[config.mk]
export PLATFORM = sky130hd
export DESIGN_NAME = mem_wb_reg
export DESIGN_NICKNAME = d
export VERILOG_FILES = /design/src/rtl/cpu_pkg.sv /design/src/rtl/pipe_reg.sv /design/src/rtl/mem_wb_reg.sv
export SDC_FILE = /design/constraint.sdc
export NUM_CORES = 1
export LEC_CHECK = 0
export ABC_AREA = 1
export BUFFER_PORTS_ARGS = -buffer_cell sky130_fd_sc_hd__buf_2
export CELL_PAD_IN_SITES_DETAIL_PLACEMENT = 0
export CELL_PAD_IN_SITES_GLOBAL_PLACEMENT = 1
export CORE_MARGIN = 5
export CORE_UTILIZATION = 31
export CTS_CLUSTER_DIAMETER = 50
export DETAILED_ROUTE_END_ITERATION = 8
export PLACE_DENSITY_LB_ADDON = 0.1
export SLEW_MARGIN = 10
export SYNTH_ARGS = -nofsm -noshare
export SYNTH_HDL_FRONTEND = slang
export SYNTH_SLANG_ARGS = --single-unit
export TNS_END_PERCENT = 30
[constraint.sdc]
create_clock -name clk -period 1 [get_ports clk]
set_clock_uncertainty 0.05 [all_clocks]
set_input_delay 0.2 -clock clk [delete_from_list [all_inputs] [get_ports clk]]
set_output_delay 0.2 -clock clk [all_outputs]
set_load 0.005 [all_outputs]
[src/rtl/cpu_pkg.sv]
// Shared CPU-wide constants and the MEM/WB bundle type.
package cpu_pkg;

  localparam int DATA_W = 32;
  localparam int REG_W  = 5;

  // MEM/WB bundle as seen by the WB stage and the hazard/forwarding unit.
  // Field order matches the flat concatenation stored by mem_wb_reg.
  typedef struct packed {
    logic              regwrite;
    logic              jump;
    logic              memtoreg;
    logic [DATA_W-1:0] aluResult;
    logic [DATA_W-1:0] memReadData;
    logic [REG_W-1:0]  regDstMux;
  } mem_wb_t;

  localparam int MEM_WB_W = $bits(mem_wb_t);

endpackage : cpu_pkg

[src/rtl/pipe_reg.sv]
// Generic W-bit D flop bank with asynchronous active-low clear.
module pipe_reg #(
  parameter int W = 1
) (
  input  logic         i_clk,
  input  logic         i_rst_n,
  input  logic [W-1:0] i_d,
  output logic [W-1:0] o_q
);

  logic [W-1:0] r_q;

  // Clear the whole bank at once on reset, otherwise capture every rising edge.
  always_ff @(posedge i_clk or negedge i_rst_n) begin
    if (!i_rst_n) begin
      r_q <= '0;
    end else begin
      r_q <= i_d;
    end
  end

  assign o_q = r_q;

endmodule : pipe_reg

[src/rtl/mem_wb_reg.sv]
// MEM/WB pipeline register: stores the MEM-stage control bits, ALU result,
// memory read data and destination register for use by WB one cycle later.
// Pure storage; all outputs come straight from flops.
import cpu_pkg::*;

module mem_wb_reg #(
  parameter int DATA_W = cpu_pkg::DATA_W,
  parameter int REG_W  = cpu_pkg::REG_W
) (
  input  logic              startin,
  input  logic              clk,
  input  logic              regwriteIn,
  input  logic              jumpIn,
  input  logic              memtoregIn,
  input  logic [DATA_W-1:0] aluResultIn,
  input  logic [DATA_W-1:0] memReadDataIn,
  input  logic [REG_W-1:0]  regDstMuxIn,
  output logic              regwrite,
  output logic              jump,
  output logic              memtoreg,
  output logic [DATA_W-1:0] aluResult,
  output logic [DATA_W-1:0] memReadData,
  output logic [REG_W-1:0]  regDstMux
);

  // One flat bundle so reset clears every field in the same instant.
  localparam int W_BUNDLE = 3 + 2 * DATA_W + REG_W;

  logic [W_BUNDLE-1:0] w_d;
  logic [W_BUNDLE-1:0] w_q;

  assign w_d = {regwriteIn, jumpIn, memtoregIn, aluResultIn, memReadDataIn, regDstMuxIn};

  pipe_reg #(
    .W (W_BUNDLE)
  ) u_pipe_reg (
    .i_clk   (clk),
    .i_rst_n (startin),
    .i_d     (w_d),
    .o_q     (w_q)
  );

  assign {regwrite, jump, memtoreg, aluResult, memReadData, regDstMux} = w_q;

endmodule : mem_wb_reg

# After elaboration in Yosys (flattened, before gate mapping)
# Index checks and enable logic that the tools add are counted.
# op_classes
mul,0
eq_ne,0
muxes,0
n_lt_le_gt_ge,0
n_div,0
add_sub_neg,0
shifts,0
reduce_logical,0
bitwise_logic,0
# totals
inputBits,74
reg_bits,72
memories,0
mem_bits_rw,0
latch_bits,0
wordCells,1
rom_bits,0

# Longest topological paths before layout
# Gate-level depths: netlist of the first run.
# logic_depth
ltp_word,0
depth_mapped,0
depth_no_buf,0

# Worst setup path before layout of the first run
# Ideal clock, no wire load.
# synth_timing
kind,reg-to-output
startpoint,"register u_pipe_reg.r_q[37], in the netlist u_pipe_reg.o_q[37]"
endpoint,output aluResult[0]
setup_slack_ns,0.401
arrival_time_ns,0.349
required_ns,0.750
stages_incl_launch_ff,1
cell_sequence,dfrtp_1
# synth_rtl
item,line,text
"start, declared",pipe_reg.sv:11,logic [W-1:0] r_q;
"start signal, assigned",pipe_reg.sv:18,r_q <= i_d;
"end, declared",mem_wb_reg.sv:21,"output logic [DATA_W-1:0] aluResult,"
# No word-level cell between the ends.

# Worst setup path after layout of the first run
# layout_timing
startpoint,"register u_pipe_reg.r_q[49], in the netlist u_pipe_reg.o_q[49]"
endpoint,output aluResult[12]
# No word-level cell between the ends.

==> results of run 1 <==
==> cell families after synthesis <==
group / after synthesis / share of synthesized area (%)
flip-flops: 72 / 100
==> synthesized netlist by cell type <==
cell	n	area (sq um)
dfrtp_1	72	1800
==> per-stage QoR <==
stage          util, %  hold WS, ns  cells  worst slack (ns)
4_1_cts           65.0        0.374    379           -0.0971
3_3_place_gp      47.3        0.191    290             0.280
2_1_floorplan        -       -0.146     72             0.401
5_1_grt           65.0        0.397    379            -0.125
3_5_place_dp      47.3        0.193    290             0.268
6_report          65.0        0.358    379           -0.0791
==> layer usage <==
layer	track usage (%)	vias to the layer above
met5	0	-
met4	7.22	0
met3	6.37	2
met2	27.8	83
met1	14.3	675
li1	-	682
==> power by group through the flow <==
stage | clock [uW] | sequential, uW | combinational (uW)
5_1_grt | 2960 | 3100 | 669
6_report | 2760 | 3090 | 605
2_1_floorplan | 0 | 3180 | 0
3_5_place_dp | 0 | 3150 | 391
3_3_place_gp | 0 | 3140 | 380
4_1_cts | 2860 | 3090 | 614
==> path summary, 6_finish.rpt <==
kind / start / to / slack (ns) / depth (start not counted)
min in group clk: memReadDataIn[28] / u_pipe_reg.o_q[33] / 0.46 / 2
hold / removal: startin / u_pipe_reg.o_q[49] / 0.36 / 3
setup / recovery: u_pipe_reg.o_q[49] / aluResult[12] / -0.08 / 1
max in group asynchronous: startin / u_pipe_reg.o_q[34] / 0.22 / 3
==> timing repair <==
item,4_1_cts,5_1_grt
hold endpoints to repair,144,0
buffers inserted,0,0
hold buffers,73,0
gates cloned,0,0
endpoints found under the setup margin,72,72
==> area by class of cell <==
cell class	instances	area [sq um]	area share [%]
Clock buffer	11	151	4.18
Clock inverter	5	103	2.83
Sequential cell	72	1800	49.7
Tap cell	72	90.1	2.49
Timing Repair Buffer	219	1480	40.8
==> metrics.cfg, run 1 <==
[status]
status=finished, violations left
violations=negative setup slack

[min_path]
hold_class=in -> async

[drt]
wl_met3_um=598
ant_nets=0
vias=1442
wl_met2_um=2980
wirelength_um=5270
viasPerCell=3.80
drcViolationCount=0
topRoutingLayerUsed=met4
routedWlPerCell_um=13.9
drt_iter0_markers=31
wl_met1_um=1660
drt-pass1-iter-count=3

[cells_and_area]
mostFrequentLayoutCells=buf_2 (145), dlygate4sd3_1 (73), dfrtp_1 (72), clkbuf_8 (11), bufinv_16 (3)
stdcell_area_sq_um=3620
drive_gt1_share_pct=52.8
layout_commonest_cell=buf_2
fill_cells=415
area_delta_synth_final_pct=101
antenna_cells=0
nMultiInputCombCells=0
largest_reg_flops=72
multi_input_area_sq_um=0
final_nets=376

[timing]
min_period_over_period_pct=108
drv_slew=0
rsz0062_at_grt=yes
fin_ws_ns=-0.0791
tightestPinTransition_ns=0.370
setup_viol=72
min_period_ns=1.08
maxSlewHeadroom_pct=75.3
hold_viol_final=0
fin_setup_tns_ns=-3.72
fmax_ghz=0.927

[pwr]
p_leak_uw=0.00185
finalPower_uw=6460
power_switching_uw=1230
p_int_uw=5230
peakVddDrop_v=0.00118
p_seq_share_pct=47.8
combPwrFrac_pct=9.4
swShare_pct=19.0
power_frac_clock_pct=42.8
power.density_nw_per_um2=1780

[synthesis]
syn_avg_cell_area_sq_um=25.0
ys_warn_count=0
syn_inst=72
post_synth_num_cell_types=1
synth_nets=146
synth-seq-cells=72
synth_area_sq_um=1800
yosysSeqAreaShare_pct=100

[die]
coreArea_sq_um=5570
die_h_um=86.2
core.rowCount=27
ios=146
die_area_sq_um=7440
die_x_um=86.2
start_util_pct=32.3

[critical_path]
crit_chain=buf_2
cp.required_ns=0.75
crit_path_end_kind=output pin
path_delay_family=flip-flops
crit_slowest_cell=dfrtp_1
cpPeakStageDelay_ns=0.38
arrival_ns=0.83
cp-start-kind=flop
path_buf_inv=1
worstSetupPathType=reg -> out
cp_max_fo=1

[global_route]
grt_overflow=0
grt_max_degree=73
grt_usage_pct=15.1
grt_pass1_vias=1762
antenna_found_initial=0
grt_pass1_wl_um=8280

[clocking]
htree_levels=3
clock_sinks=72
path_clk_slew_ns=0.07
numCtsBuffers=9
root_buffer=clkbuf_8
clockBufferDepth=2
cts.repair.resized=0
cts_tree=done

[placement]
dpl_cell_area_sq_um=2640
place.gp.congestion=0.778
portBuffers=145
dpl.hpwl_um=3470

[job]
max-cap-violations=0

Note: power is estimated with default switching activity, not from simulation.
==> run 2, diff against run 1 <==
--- a/config.mk
+++ b/config.mk
@@ -9,6 +9,7 @@
 export BUFFER_PORTS_ARGS = -buffer_cell sky130_fd_sc_hd__buf_2
 export CELL_PAD_IN_SITES_DETAIL_PLACEMENT = 0
 export CELL_PAD_IN_SITES_GLOBAL_PLACEMENT = 1
+export CORE_ASPECT_RATIO = 0.75
 export CORE_MARGIN = 5
 export CORE_UTILIZATION = 31
 export CTS_CLUSTER_DIAMETER = 50
==> run 2 against run 1 <==
Compared with the run above: non-clock buffer count stayed put; fmax is 0.45% lower; critical path depth stayed put; power is 10% lower; worst hold slack better by 0.0099 ns; first-iteration DRC count is 19% lower; largest cell class unchanged; sequential share of layout area is 0.89 points higher; the flow still finishes with violations (negative setup slack); critical path type unchanged; via count is 1.3% higher; utilization is 2.9 points lower; final area is 1.8% lower.
==> metrics.cfg, run 2 (synthesis results as in run 1) <==
[die]
core.rowCount=24  ; was 27
die_area_sq_um=7450  ; was 7440 sq um
ios=146  ; unchanged
die_x_um=98.0  ; was 86.2 um
die_h_um=76.0  ; was 86.2 um
start_util_pct=31.4  ; was 32.3%
coreArea_sq_um=5740  ; was 5570 sq um

[cells_and_area]
stdcell_area_sq_um=3560  ; was 3620 sq um
nMultiInputCombCells=0  ; unchanged
utilization_pct=62.0  ; was 65.0%
antenna_cells=0  ; unchanged
drive_gt1_share_pct=51.8  ; was 52.8%
largest_reg_flops=72  ; unchanged
area_delta_synth_final_pct=97.5  ; was 101%
final_nets=376  ; unchanged
fill_cells=460  ; was 415
layout_commonest_cell=buf_2  ; unchanged
mostFrequentLayoutCells=buf_2 (144), dlygate4sd3_1 (73), dfrtp_1 (72), clkbuf_8 (9)  ; was buf_2 (145), dlygate4sd3_1 (73), dfrtp_1 (72), clkbuf_8 (11), bufinv_16 (3)
multi_input_area_sq_um=0  ; unchanged
seqCellArea_sq_um=1800  ; unchanged

[pwr]
p_seq_share_pct=53.2  ; was 47.8%
power_frac_clock_pct=36.3  ; was 42.8%
p_int_uw=4590  ; was 5230 uW
peakVddDrop_v=0.00107  ; was 0.00118 V
finalPower_uw=5810  ; was 6460 uW
combPwrFrac_pct=10.4  ; was 9.4%
power_switching_uw=1220  ; was 1230 uW
power.density_nw_per_um2=1630  ; was 1780 nW/um^2
p_leak_uw=0.00182  ; was 0.00185 uW
swShare_pct=20.9  ; was 19.0%

[placement]
dp_slack_ns=0.269  ; was 0.268 ns
dpl.hpwl_um=3490  ; was 3470 um
portBuffers=145  ; unchanged
place.gp.congestion=0.704  ; was 0.778
dpl_cell_area_sq_um=2650  ; was 2640 sq um

[clocking]
cts.repair.resized=0  ; unchanged
cts_tree=done  ; unchanged
clock_sinks=72  ; unchanged
path_clk_slew_ns=0.07  ; about the same
clockBufferDepth=2  ; unchanged
post_cts_buffers=0  ; unchanged
root_buffer=clkbuf_8  ; unchanged
htree_levels=3  ; unchanged
numCtsBuffers=9  ; unchanged

[critical_path]
worstSetupPathType=reg -> out  ; unchanged
arrival_ns=0.83  ; about the same
crit_path_end_kind=output pin  ; unchanged
cp_max_fo=1  ; unchanged
path_buf_inv=1  ; unchanged
cp-start-kind=flop  ; unchanged
cp.required_ns=0.75  ; about the same
path_delay_family=flip-flops  ; unchanged
cpPeakStageDelay_ns=0.37  ; was 0.38 ns
crit_chain=buf_2  ; unchanged
crit_slowest_cell=dfrtp_1  ; unchanged

[global_route]
grt_usage_pct=14.9  ; was 15.1%
grt_pass1_vias=1727  ; was 1,762
grt_overflow=0  ; unchanged
grt_pass1_wl_um=8450  ; was 8280 um
antenna_found_initial=0  ; unchanged
grt_max_degree=73  ; unchanged

[timing]
rsz0062_at_grt=yes  ; unchanged
whs_ns=0.367  ; was 0.358 ns
drv_slew=0  ; unchanged
maxSlewHeadroom_pct=76.0  ; was 75.3%
setup_viol=72  ; unchanged
fmax_ghz=0.923  ; was 0.927 GHz
fin_ws_ns=-0.0840  ; was -0.0791 ns
hold_viol_final=0  ; unchanged
min_period_ns=1.08  ; about the same
tightestPinTransition_ns=0.361  ; was 0.370 ns
min_period_over_period_pct=108  ; about the same

[min_path]
hold_class=in -> async  ; unchanged

[drt]
routedWlPerCell_um=13.4  ; was 13.9 um
wirelength_um=5180  ; was 5270 um
vias=1461  ; was 1,442
drt_iter0_markers=25  ; was 31
drt-pass1-iter-count=4  ; was 3
ant_nets=0  ; unchanged
drcViolationCount=0  ; unchanged
viasPerCell=3.79  ; was 3.80

[status]
violations=negative setup slack  ; unchanged
status=finished, violations left  ; unchanged

[job]
max-cap-violations=0  ; unchanged

run 2: cell count changes in the layout (fill, tap and decap cells not counted), sizes merged:
| cell | previous run | this run |
|---|---|---|
| clkbuf | 11 | 12 |
| clkinv | 1 | 3 |
| bufinv | 3 | 1 |
| clkinvlp | 1 | 0 |
run 2: layer usage:
layer	vias up	global-route usage [%]	wire length, um
met1	704	14.4	1690
met5	-	0	0
met3	12	7.69	523
li1	679	-	-
met4	0	5.39	61
met2	66	27.0	2900
run 2: power groups by stage:
stage	registers (uW)	logic (uW)	clock network (uW)
2_1_floorplan	3180	0	0
3_3_place_gp	3140	383	0
3_5_place_dp	3150	393	0
4_1_cts	3090	617	2190
5_1_grt	3110	666	2310
6_report	3090	605	2110
run 2: layout make-up:
cell class            instances  area share [%]
Clock buffer                 12            3.80
Clock inverter                4            1.27
Sequential cell              72            50.6
Tap cell                     78            2.74
Timing Repair Buffer        219            41.6
run 2: repair_timing:
| action | CTS | global route |
|---|---|---|
| gates cloned | 0 | 0 |
| hold buffers | 73 | 0 |
| endpoints found under the hold margin | 144 | 0 |
| endpoints found under the setup margin | 72 | 72 |
run 2: worst max path at each step:
stage | from | endpoint | cells past startpoint | slack (ns)
final | u_pipe_reg.o_q[55] | aluResult[18] | 1 | -0.08
after global placement | u_pipe_reg.o_q[69] | memtoreg | 1 | 0.28
after floorplan | u_pipe_reg.o_q[37] | aluResult[0] | 0 | 0.40
after detailed placement | u_pipe_reg.o_q[57] | aluResult[20] | 1 | 0.27
after global routing | u_pipe_reg.o_q[51] | aluResult[14] | 1 | -0.14
after CTS | u_pipe_reg.o_q[57] | aluResult[20] | 1 | -0.11
run 2: per-stage QoR:
step                      TNS (ns)  instances
after floorplan                  0         72
after global placement           0        296
after detailed placement         0        296
after CTS                    -6.54        385
after global routing         -8.33        385
final                        -4.69        385
